`config.mk`:
```
export PLATFORM = sky130hd
export DESIGN_NAME = ofm_stream_reader
export DESIGN_NICKNAME = d
export VERILOG_FILES = /design/src/rtl/ofm_stream_pkg.sv /design/src/rtl/ofm_word_fifo.sv /design/src/rtl/ofm_stream_reader.sv
export SDC_FILE = /design/constraint.sdc
export NUM_CORES = 1
export LEC_CHECK = 0
export ABC_CLOCK_PERIOD_IN_PS = 5600
export CAP_MARGIN = 20
export CELL_PAD_IN_SITES_DETAIL_PLACEMENT = 0
export CELL_PAD_IN_SITES_GLOBAL_PLACEMENT = 1
export CORE_MARGIN = 3
export CORE_UTILIZATION = 48
export CTS_CLUSTER_SIZE = 14
export DETAILED_ROUTE_END_ITERATION = 10
export PLACE_DENSITY_LB_ADDON = 0.1
export SYNTH_ARGS = -nofsm -noshare
export SYNTH_HDL_FRONTEND = slang
export SYNTH_SLANG_ARGS = --single-unit
```
`constraint.sdc`:
```
create_clock -name clk -period 5.6 [get_ports clk]
set_input_delay 1.12 -clock clk [delete_from_list [all_inputs] [get_ports clk]]
set_output_delay 1.12 -clock clk [all_outputs]
set_load 0.005 [all_outputs]
```
`src/rtl/ofm_stream_pkg.sv`:
```
// Shared constants and FSM state encoding for the output-buffer drain path.
package ofm_stream_pkg;
  localparam int DATA_W = 16;
  localparam int LANES  = 4;
  localparam int WORD_W = DATA_W * LANES;
  localparam int ADDR_W = 16;

  typedef enum logic [1:0] {
    ST_IDLE  = 2'd0,
    ST_RUN   = 2'd1,
    ST_FLUSH = 2'd2
  } ofm_state_e;
endpackage

```
`src/rtl/ofm_word_fifo.sv`:
```
// Two-entry prefetch FIFO holding packed output-buffer words.
module ofm_word_fifo
  import ofm_stream_pkg::*;
#(
  parameter int WIDTH = WORD_W
) (
  input  logic             clk,
  input  logic             rst_n,
  input  logic             i_push,
  input  logic [WIDTH-1:0] i_wdata,
  input  logic             i_pop,
  output logic [WIDTH-1:0] o_head,
  output logic [1:0]       o_count
);
  logic [WIDTH-1:0] r_mem [2];
  logic             r_wptr;
  logic             r_rptr;
  logic [1:0]       r_count;
  logic             w_do_pop;

  assign w_do_pop = i_pop && (r_count != 2'd0);
  assign o_head   = r_mem[r_rptr];
  assign o_count  = r_count;

  // Storage carries no reset; validity is tracked by the count alone.
  always_ff @(posedge clk) begin
    if (i_push) r_mem[r_wptr] <= i_wdata;
  end

  always_ff @(posedge clk or negedge rst_n) begin
    if (!rst_n) begin
      r_wptr  <= 1'b0;
      r_rptr  <= 1'b0;
      r_count <= 2'd0;
    end else begin
      if (i_push)   r_wptr <= ~r_wptr;
      if (w_do_pop) r_rptr <= ~r_rptr;
      case ({i_push, w_do_pop})
        2'b10:   r_count <= r_count + 2'd1;
        2'b01:   r_count <= r_count - 2'd1;
        default: r_count <= r_count;
      endcase
    end
  end

  a_no_overflow: assert property (@(posedge clk) disable iff (!rst_n)
    !(i_push && !w_do_pop && (r_count == 2'd2)));
endmodule

```
`src/rtl/ofm_stream_reader.sv`:
```
// Drains a contiguous range of packed output-buffer words and streams them
// out one 16-bit lane per beat on a valid/ready interface.
module ofm_stream_reader #(
  parameter int DATA_W     = 16,
  parameter int LANES      = 4,
  parameter int ADDR_W     = 16,
  parameter int FIFO_DEPTH = 2
) (
  input  logic                     clk,
  input  logic                     rst_n,
  input  logic                     start,
  input  logic [ADDR_W-1:0]        base_addr,
  input  logic [ADDR_W-1:0]        num_words,
  output logic                     busy,
  output logic                     done,
  output logic                     mem_ena,
  output logic [ADDR_W-1:0]        mem_addr,
  input  logic [DATA_W*LANES-1:0]  mem_dout,
  output logic                     m_valid,
  output logic [DATA_W-1:0]        m_data,
  output logic                     m_last,
  input  logic                     m_ready
);
  import ofm_stream_pkg::*;

  localparam int                W_WORD    = DATA_W * LANES;
  localparam int                LANE_W    = $clog2(LANES);
  localparam logic [LANE_W-1:0] LAST_LANE = LANE_W'(LANES - 1);

  ofm_state_e        r_state, w_state_nxt;
  logic [ADDR_W-1:0] r_addr;
  logic [ADDR_W-1:0] r_issue_left;
  logic [ADDR_W-1:0] r_pop_left;
  logic [LANE_W-1:0] r_lane;
  logic              r_mem_ena;
  logic [ADDR_W-1:0] r_mem_addr;
  logic              r_rd_d;
  logic              r_done;

  logic              w_accept;
  logic              w_issue;
  logic [ADDR_W-1:0] w_issue_addr;
  logic              w_done_nxt;
  logic [2:0]        w_outstanding;
  logic              w_credit;
  logic              w_beat;
  logic              w_word_pop;
  logic              w_last_beat;
  logic [W_WORD-1:0] w_head;
  logic [1:0]        w_count;
  logic [DATA_W-1:0] w_lanes [LANES];

  ofm_word_fifo #(.WIDTH(W_WORD)) u_fifo (
    .clk     (clk),
    .rst_n   (rst_n),
    .i_push  (r_rd_d),
    .i_wdata (mem_dout),
    .i_pop   (w_word_pop),
    .o_head  (w_head),
    .o_count (w_count)
  );

  // Reads still on their way to the FIFO count against its two slots.
  assign w_outstanding = 3'(w_count) + 3'(r_mem_ena) + 3'(r_rd_d);
  assign w_credit      = w_outstanding < 3'(FIFO_DEPTH);

  assign w_beat      = m_valid && m_ready;
  assign w_word_pop  = w_beat && (r_lane == LAST_LANE);
  assign w_last_beat = m_valid && (r_lane == LAST_LANE) && (r_pop_left == ADDR_W'(1));

  // Lane 0 sits in the most significant slice, matching compute-side packing.
  always_comb begin
    for (int i = 0; i < LANES; i++) begin
      w_lanes[i] = w_head[W_WORD-1-i*DATA_W -: DATA_W];
    end
  end

  assign m_valid  = (w_count != 2'd0);
  assign m_data   = m_valid ? w_lanes[r_lane] : '0;
  assign m_last   = w_last_beat;
  assign busy     = (r_state != ST_IDLE);
  assign done     = r_done;
  assign mem_ena  = r_mem_ena;
  assign mem_addr = r_mem_addr;

  always_comb begin
    w_state_nxt  = r_state;
    w_accept     = 1'b0;
    w_issue      = 1'b0;
    w_issue_addr = r_addr;
    w_done_nxt   = 1'b0;
    case (r_state)
      ST_IDLE: begin
        if (start) begin
          if (num_words != '0) begin
            w_accept     = 1'b1;
            w_issue      = 1'b1;
            w_issue_addr = base_addr;
            w_state_nxt  = ST_RUN;
          end else begin
            w_done_nxt = 1'b1;
          end
        end
      end
      ST_RUN: begin
        if (r_issue_left == '0) begin
          w_state_nxt = ST_FLUSH;
        end else if (w_credit) begin
          w_issue = 1'b1;
          if (r_issue_left == ADDR_W'(1)) w_state_nxt = ST_FLUSH;
        end
      end
      ST_FLUSH: begin
        if (w_beat && w_last_beat) begin
          w_state_nxt = ST_IDLE;
          w_done_nxt  = 1'b1;
        end
      end
      default: w_state_nxt = ST_IDLE;
    endcase
  end

  always_ff @(posedge clk or negedge rst_n) begin
    if (!rst_n) begin
      r_state      <= ST_IDLE;
      r_addr       <= '0;
      r_issue_left <= '0;
      r_pop_left   <= '0;
      r_lane       <= '0;
      r_mem_ena    <= 1'b0;
      r_mem_addr   <= '0;
      r_rd_d       <= 1'b0;
      r_done       <= 1'b0;
    end else begin
      r_state   <= w_state_nxt;
      r_done    <= w_done_nxt;
      r_mem_ena <= w_issue;
      r_rd_d    <= r_mem_ena;
      if (w_issue) begin
        r_mem_addr   <= w_issue_addr;
        r_addr       <= w_issue_addr + 1'b1;
        r_issue_left <= (w_accept ? num_words : r_issue_left) - 1'b1;
      end
      if (w_accept) begin
        r_pop_left <= num_words;
      end else if (w_word_pop) begin
        r_pop_left <= r_pop_left - 1'b1;
      end
      if (w_beat) begin
        r_lane <= (r_lane == LAST_LANE) ? '0 : r_lane + 1'b1;
      end
    end
  end
endmodule

```
After elaboration in Yosys (flattened, before gate mapping)

Memories as Yosys holds them, arrays and structs flattened.
Index checks and enable logic that the tools add are counted.

Flip-flop bits (word level): 75
Bits in latches: 0
Bits in writable memories: 128
Memory bits (read-only): 0
Bits of input ports: 100
Output and inout port bits: 37
Word-level logic and storage cells: 83
Memories: 1

Memory list:

| name         | words | width | rd ports | clocked after Yosys merged registers in | write ports | line                | RTL |
|---|---|---|---|---|---|---|---|
| u_fifo.r_mem | 2     | 64    | 1        | 0                                       | 1           | ofm_word_fifo.sv:15 | `logic [WIDTH-1:0] r_mem [2];` |

Add/subtract/negate cells: 8
$mul: 0
Div/mod/pow operators: 0
$lt $le $gt $ge: 2
Eq/ne operators: 12
Shift operators: 0
Multiplexer cells: 31
Bitwise logic cells: 3
Reduce and logical (&&, ||, !) cells: 14

Operators by type and width:

| operator                                                              | count |
|---|---|
| 16-bit two-way mux                                                    | 9 |
| 16-bit binary-select mux with 2-bit select                            | 1 |
| 16-bit by 1-bit == test with 1-bit output (second input constant)     | 2 |
| 16-bit by 1-bit subtractor with 16-bit output (second input constant) | 2 |
| 16-bit by 1-bit adder with 16-bit output (second input constant)      | 1 |
| 16-bit zero test                                                      | 1 |
| 16-bit nonzero test                                                   | 1 |
| 2-bit two-way mux                                                     | 7 |
| 1-bit two-way mux                                                     | 10 |
| 2-bit nonzero test                                                    | 4 |
| 2-bit == test (second input constant)                                 | 3 |
| 1-bit logical AND                                                     | 6 |
| 2-bit inequality test (second input constant)                         | 3 |
| 3-bit inequality test (second input constant)                         | 2 |
| 2-bit case mux with 3 select lines                                    | 1 |
| 5-bit AND reduction                                                   | 1 |
| 2-bit by 1-bit adder with 2-bit output (second input constant)        | 2 |
| 2-bit by 1-bit == test with 1-bit output (second input constant)      | 2 |
| 1-bit case mux with 2 select lines                                    | 2 |
| 2-bit case mux with 2 select lines                                    | 1 |
| 2-bit by 1-bit adder with 3-bit output                                | 1 |
| 3-bit by 1-bit adder with 3-bit output                                | 1 |
| 3-bit greater-or-equal comparator (second input constant)             | 1 |
| 3-bit by 2-bit < comparator with 1-bit output (second input constant) | 1 |
| other kinds (4)                                                       | 5 |

Depth between registers and ports, before layout

Depth in word-level cells: 6
Depth in mapped cells: 16

Modules after synthesis

From an unflattened synthesis, not the netlist that was laid out.

Cell total of the unflattened synthesis: 761
Area total of the unflattened synthesis: 9908.3 um2

By module, submodules not included:

| module            | times used | cells each | area each (um2) | sequential area each (um2) |
|---|---|---|---|---|
| ofm_word_fifo     | 1          | 214        | 5006.1          | 3943.8 |
| ofm_stream_reader | 1          | 547        | 4902.2          | 1776.7 |

Least setup slack after synthesis

Ideal clock, no wire load.

Path kind: input -> register
From: input num_words[9]
To: register r_addr[12]
Arrival: 3720 ps
Required time: 5506 ps
Slack: 1786 ps
Stages on the path: 16
Buffers on the path: 4
Path through: clkbuf_1 -> nor3_1 -> nand4_1 -> o21ai_2 -> buf_2 -> buf_2 -> nand2_1 -> nand2_1 -> ha_1 -> clkbuf_1 -> and3_1 -> nand2_1 -> mux2_2 -> nor2_1 -> nor3_1 -> a211oi_1

Word-level cells in the longest chain between the ends: 5
Elaborated cells between the ends (all ways): 8

Ends and longest elaborated chain:

| element                                  | line                     | RTL |
|---|---|---|
| start: declaration                       | ofm_stream_reader.sv:13  | `input logic [ADDR_W-1:0] num_words,` |
| 16-bit nonzero test                      | ofm_stream_reader.sv:95  | `if (num_words != '0) begin` |
| 16-bit two-way mux                       | ofm_stream_reader.sv:95  |  |
| 16-bit two-way mux                       | ofm_stream_reader.sv:94  | `if (start) begin` |
| 16-bit two-way mux                       | ofm_stream_reader.sv:92  | `case (r_state)` |
| net w_issue_addr[0]                      | ofm_stream_reader.sv:42  | `logic [ADDR_W-1:0] w_issue_addr;` |
| 16-bit by 1-bit adder with 16-bit output | ofm_stream_reader.sv:141 | `r_addr <= w_issue_addr + 1'b1;` |
| end signal: assignment                   | ofm_stream_reader.sv:141 |  |
| end: declaration                         | ofm_stream_reader.sv:31  | `logic [ADDR_W-1:0] r_addr;` |

The timed path passes the listed nets, and every way through them passes these cells.
A chain may end at the register's enable or synchronous reset.

Final worst setup path

From: register u_fifo.r_rptr
To: output m_data[6]

Word-level cells in the longest chain between the ends: 5

Ends and longest elaborated chain:

| element                                                | line                    | RTL |
|---|---|---|
| start: declaration                                     | ofm_word_fifo.sv:17     | `logic r_rptr;` |
| start signal: assignment                               | ofm_word_fifo.sv:37     | `if (w_do_pop) r_rptr <= ~r_rptr;` |
| memory read 2 x 64 bit                                 | -                       |  |
| 16-bit binary-select mux with 2-bit select             | ofm_stream_reader.sv:79 | `assign m_data = m_valid ? w_lanes[r_lane] : '0;` |
| 16-bit two-way mux (not written as such) (2 in series) | ofm_stream_reader.sv:79 |  |
| 16-bit two-way mux                                     | ofm_stream_reader.sv:79 |  |
| end: declaration                                       | ofm_stream_reader.sv:20 | `output logic [DATA_W-1:0] m_data,` |

Every way passes these cells. The select of a mux whose other input is x is not followed.

==> summary.txt <==
Run status
  – Run status: finished clean

Detailed routing
  – Number of nets with antenna violations after routing: 0
  – DR DRC count: 0
  – Number of detailed-route iterations in the first pass: 5
  – Average via count per standard cell: 5.527
  – Violation count after the first detailed-routing iteration: between 300 and 400
  – Wire length after detailed routing: 20,640 um
  – Drt wl/cell: 18.31 um
  – Routed vias: 6,229

Clocking
  – Root buffer selected by CTS: sky130_fd_sc_hd__clkbuf_16
  – Count of clock tree sinks: 203
  – Resized Gates After CTS: 0
  – Insertion delay to the later sink of the worst-skew pair: 0.51 ns
  – Post-CTS Hold Fix Bufs: 0
  – TritonCTS Buffers: 23
  – # Post-CTS Setup Buffers: 0
  – Clock-pin slew on the worst setup and hold paths: roughly 0.06 ns
  – CTS tree: built
  – # H-tree levels: 1
  – Maximum root-to-sink buffer count: 3

STA
  – Setup violation total in the final timing report: 0
  – TNS Setup: 0 ns
  – Tightest Pin Transition: 0.9630 ns
  – Maximum clock skew at final layout: 0.01037 ns
  – Headroom to the max-slew limit: 35.80%
  – Period minus WS final: 4.151 ns
  – Number of max-slew violations in the final report: 0
  – Post-route setup slack: 1.449 ns
  – Hold violation total from the final report: 0
  – Setup repair after global routing missed its margin: false
  – Ratio of final minimum period to clock period: 74.13%
  – Max frequency: 240.9 MHz

Global routing
  – Initial antenna violation count: 0
  – First-pass GRT wire length: 33,750 um
  – Overflow after GRT: 0
  – Global-route usage over all layers: 19.40%
  – Via count of the first global-routing pass: 6,586
  – Maximum number of pins on one net before global-route repair: 76

Floorplan
  – DIE HEIGHT: approximately 150 um
  – Effective utilization at floorplan: 49.19%
  – Number of core rows: 50
  – Number of top-level pins: 137
  – X dimension of the die: 145.1 um
  – Die Area: 21,070 sq um
  – Core ar.: 18,890 sq um

Final layout
  – Leading cell type in the layout, fill and taps excluded: sky130_fd_sc_hd__clkdlybuf4s50_1
  – Leading cell types in the layout, fill and taps excluded: 135 x sky130_fd_sc_hd__clkdlybuf4s50_1, 128 x sky130_fd_sc_hd__edfxtp_1, 88 x sky130_fd_sc_hd__nand2_1
  – Share of cells above drive strength 1: 10.73%
  – Area growth from synthesis to layout: 25.06%
  – Net count reported at finish: 962
  – Number of non-filler instances in the completed layout: 1,127
  – Finished Cell Area: 11,620 sq um
  – Utilization after layout: 61.51%
  – # diodes: 0

Place
  – Total cell area at the placement stage: 10,950 sq um
  – Final HPWL DP: approximately 14,000 um
  – Placed instance count: 1,090
  – IO buf count: 136
  – Routability congestion estimate from global placement: roughly 0.81
  – Worst slack, placed: 1.151 ns

Logic synthesis
  – Gate count after technology mapping: 714
  – Proportion of register bits with asynchronous set or reset after synthesis: 36.95%
  – Seq/Total Area, Yosys: 61.56%
  – Main flop type after synthesis: sky130_fd_sc_hd__edfxtp_1
  – Number of distinct library cells after synthesis: 61
  – Dominant cells by area after synthesis: sky130_fd_sc_hd__edfxtp_1 41%, sky130_fd_sc_hd__dfrtp_1 20%, sky130_fd_sc_hd__mux4_2 7.8%
  – Synth Net Count: 821
  – Synth Cell Area: 9293 sq um
  – Number of synthesized flops with an enable pin: 128
  – Average cell area after synthesis: 13.01 sq um
  – Largest area contributor in the synthesized netlist: sky130_fd_sc_hd__edfxtp_1
  – Flops & latches, synth: 203
  – Syn. warnings: 0
  – Fraction of post-synthesis cell area in the top cell type by area: approximately two fifths

Worst setup path
  – Slowest CP cell: sky130_fd_sc_hd__dfrtp_2
  – R2R Setup Slk: 2.34 ns
  – Type of destination of the critical path: output port
  – Critical path arrival: between 3 and 4 ns
  – Maximum single-stage delay on the critical path: about 0.87 ns
  – Required time at the worst-slack endpoint: 4.48 ns
  – Launching element type of the critical path: flop
  – Maximum fanout along the worst path: 23
  – Worst Path Class, Setup: reg -> out
  – Delay-heaviest family, CP: flip-flops
  – Cells along the critical path: buf_4 > mux4_2 > mux2i_1 > nor2_1 > clkdlybuf4s50_1
  – Buf+Inv Stages, Crit Path: 2

Pwr
  – Fraction of power consumed by sequential logic: 42.7%
  – Proportion of power drawn by combinational gates: 33.9%
  – Switching fraction of total power: 32.04%
  – Clk network pwr share: 23.3%
  – Static Leakage: 4.146 nW
  – Switching power: approximately 1.9 mW
  – Worst voltage drop across the vdd grid: a little over 0.3 mV
  – Power density relative to cell area: about 500 nW/um^2
  – Internal power component: 3.981 mW

Hold path
  – Min-delay worst type: reg -> reg

Flow run
  – Total of max-cap violations: 0
[cell families after synthesis]
| logic type | count (synthesis) | synth area share (%) |
|---|---|---|
| multiplexers | 54 | 10.15 |
| AND/OR/NAND/NOR | 253 | 13.18 |
| AO/OA/AOI/OAI | 100 | 7.096 |
| flip-flops | 203 | 61.56 |
| adder cells (fa/ha/maj) | 7 | 0.9425 |
| XOR/XNOR | 56 | 5.278 |
| buffers and inverters | 41 | 1.791 |
[power by group through the flow]
stage / Combinational, mW / Sequential (mW) / Clock (mW)
after floorplan: 1.28 / 2.40 / 0
after global placement: 1.98 / 2.50 / 0
after detailed placement: 2.01 / 2.53 / 0
after CTS: 2.03 / 2.51 / 1.41
after global routing: 2.20 / 2.57 / 1.47
final: 1.99 / 2.50 / 1.37
[layout make-up]
class / instances / area [sq um]
fillers: 1501 / 7272
flip-flops and latches: 203 / 5722
multi-input cells: 470 / 3426
repair buffers: 146 / 1434
clock buffers: 28 / 594.3
well taps: 260 / 325.3
clock inverters: 9 / 78.83
inverters: 11 / 41.29
[per-stage QoR]
stage,hold slack (ns),power (mW)
3_5_place_dp,0.4051,4.543
5_1_grt,0.4466,6.230
3_3_place_gp,0.4113,4.487
2_1_floorplan,0.3972,3.684
4_1_cts,0.4326,5.946
6_report,0.4353,5.857
[flip-flops by register name, indices dropped and copies added, names as in the netlist]
register        count
mem_addr           16
u_fifo.o_count      2
r_pop_left         16
done                1
u_fifo.r_wptr       1
r_issue_left       16
r_lane              2
u_fifo.r_rptr       1
r_addr             16
mem_ena             1
r_state             2
u_fifo.r_mem      128
r_rd_d              1
[layer usage]
metal | up-vias | track usage, % | part of all wire (%)
li1 | 2957 | - | -
met1 | 3086 | 25.57 | 43
met2 | 163 | 32.75 | 49
met3 | 23 | 4.966 | 6.2
met4 | 0 | 4.368 | 1.4
met5 | - | 0 | 0
[final timing paths]
kind | depth (start not counted) | endpoint | from
worst min register to register | 0 | r_rd_d$_DFF_PN0_ | mem_ena$_DFF_PN0_
max in group asynchronous | 1 | u_fifo.r_rptr$_DFFE_PN0P_ | rst_n
min in group asynchronous | 1 | r_pop_left[11]$_DFFE_PN0P_ | rst_n
worst max-delay path | 5 | m_data[6] | u_fifo.r_rptr$_DFFE_PN0P_
worst max register to register | 9 | r_addr[9]$_DFFE_PN0P_ | r_rd_d$_DFF_PN0_
worst min-delay path | 0 | r_rd_d$_DFF_PN0_ | mem_ena$_DFF_PN0_
[cells in the mapped netlist, drive strengths merged, types with 18 or more instances]
library cell / instances
nand2: 88
nand3: 19
xor2: 21
edfxtp: 128
mux4: 32
nor2: 68
xnor2: 35
dfrtp: 75
o21ai: 23
nor3: 18
mux2i: 20
a21oi: 22
No activity file was read; power rests on OpenSTA's default activity.
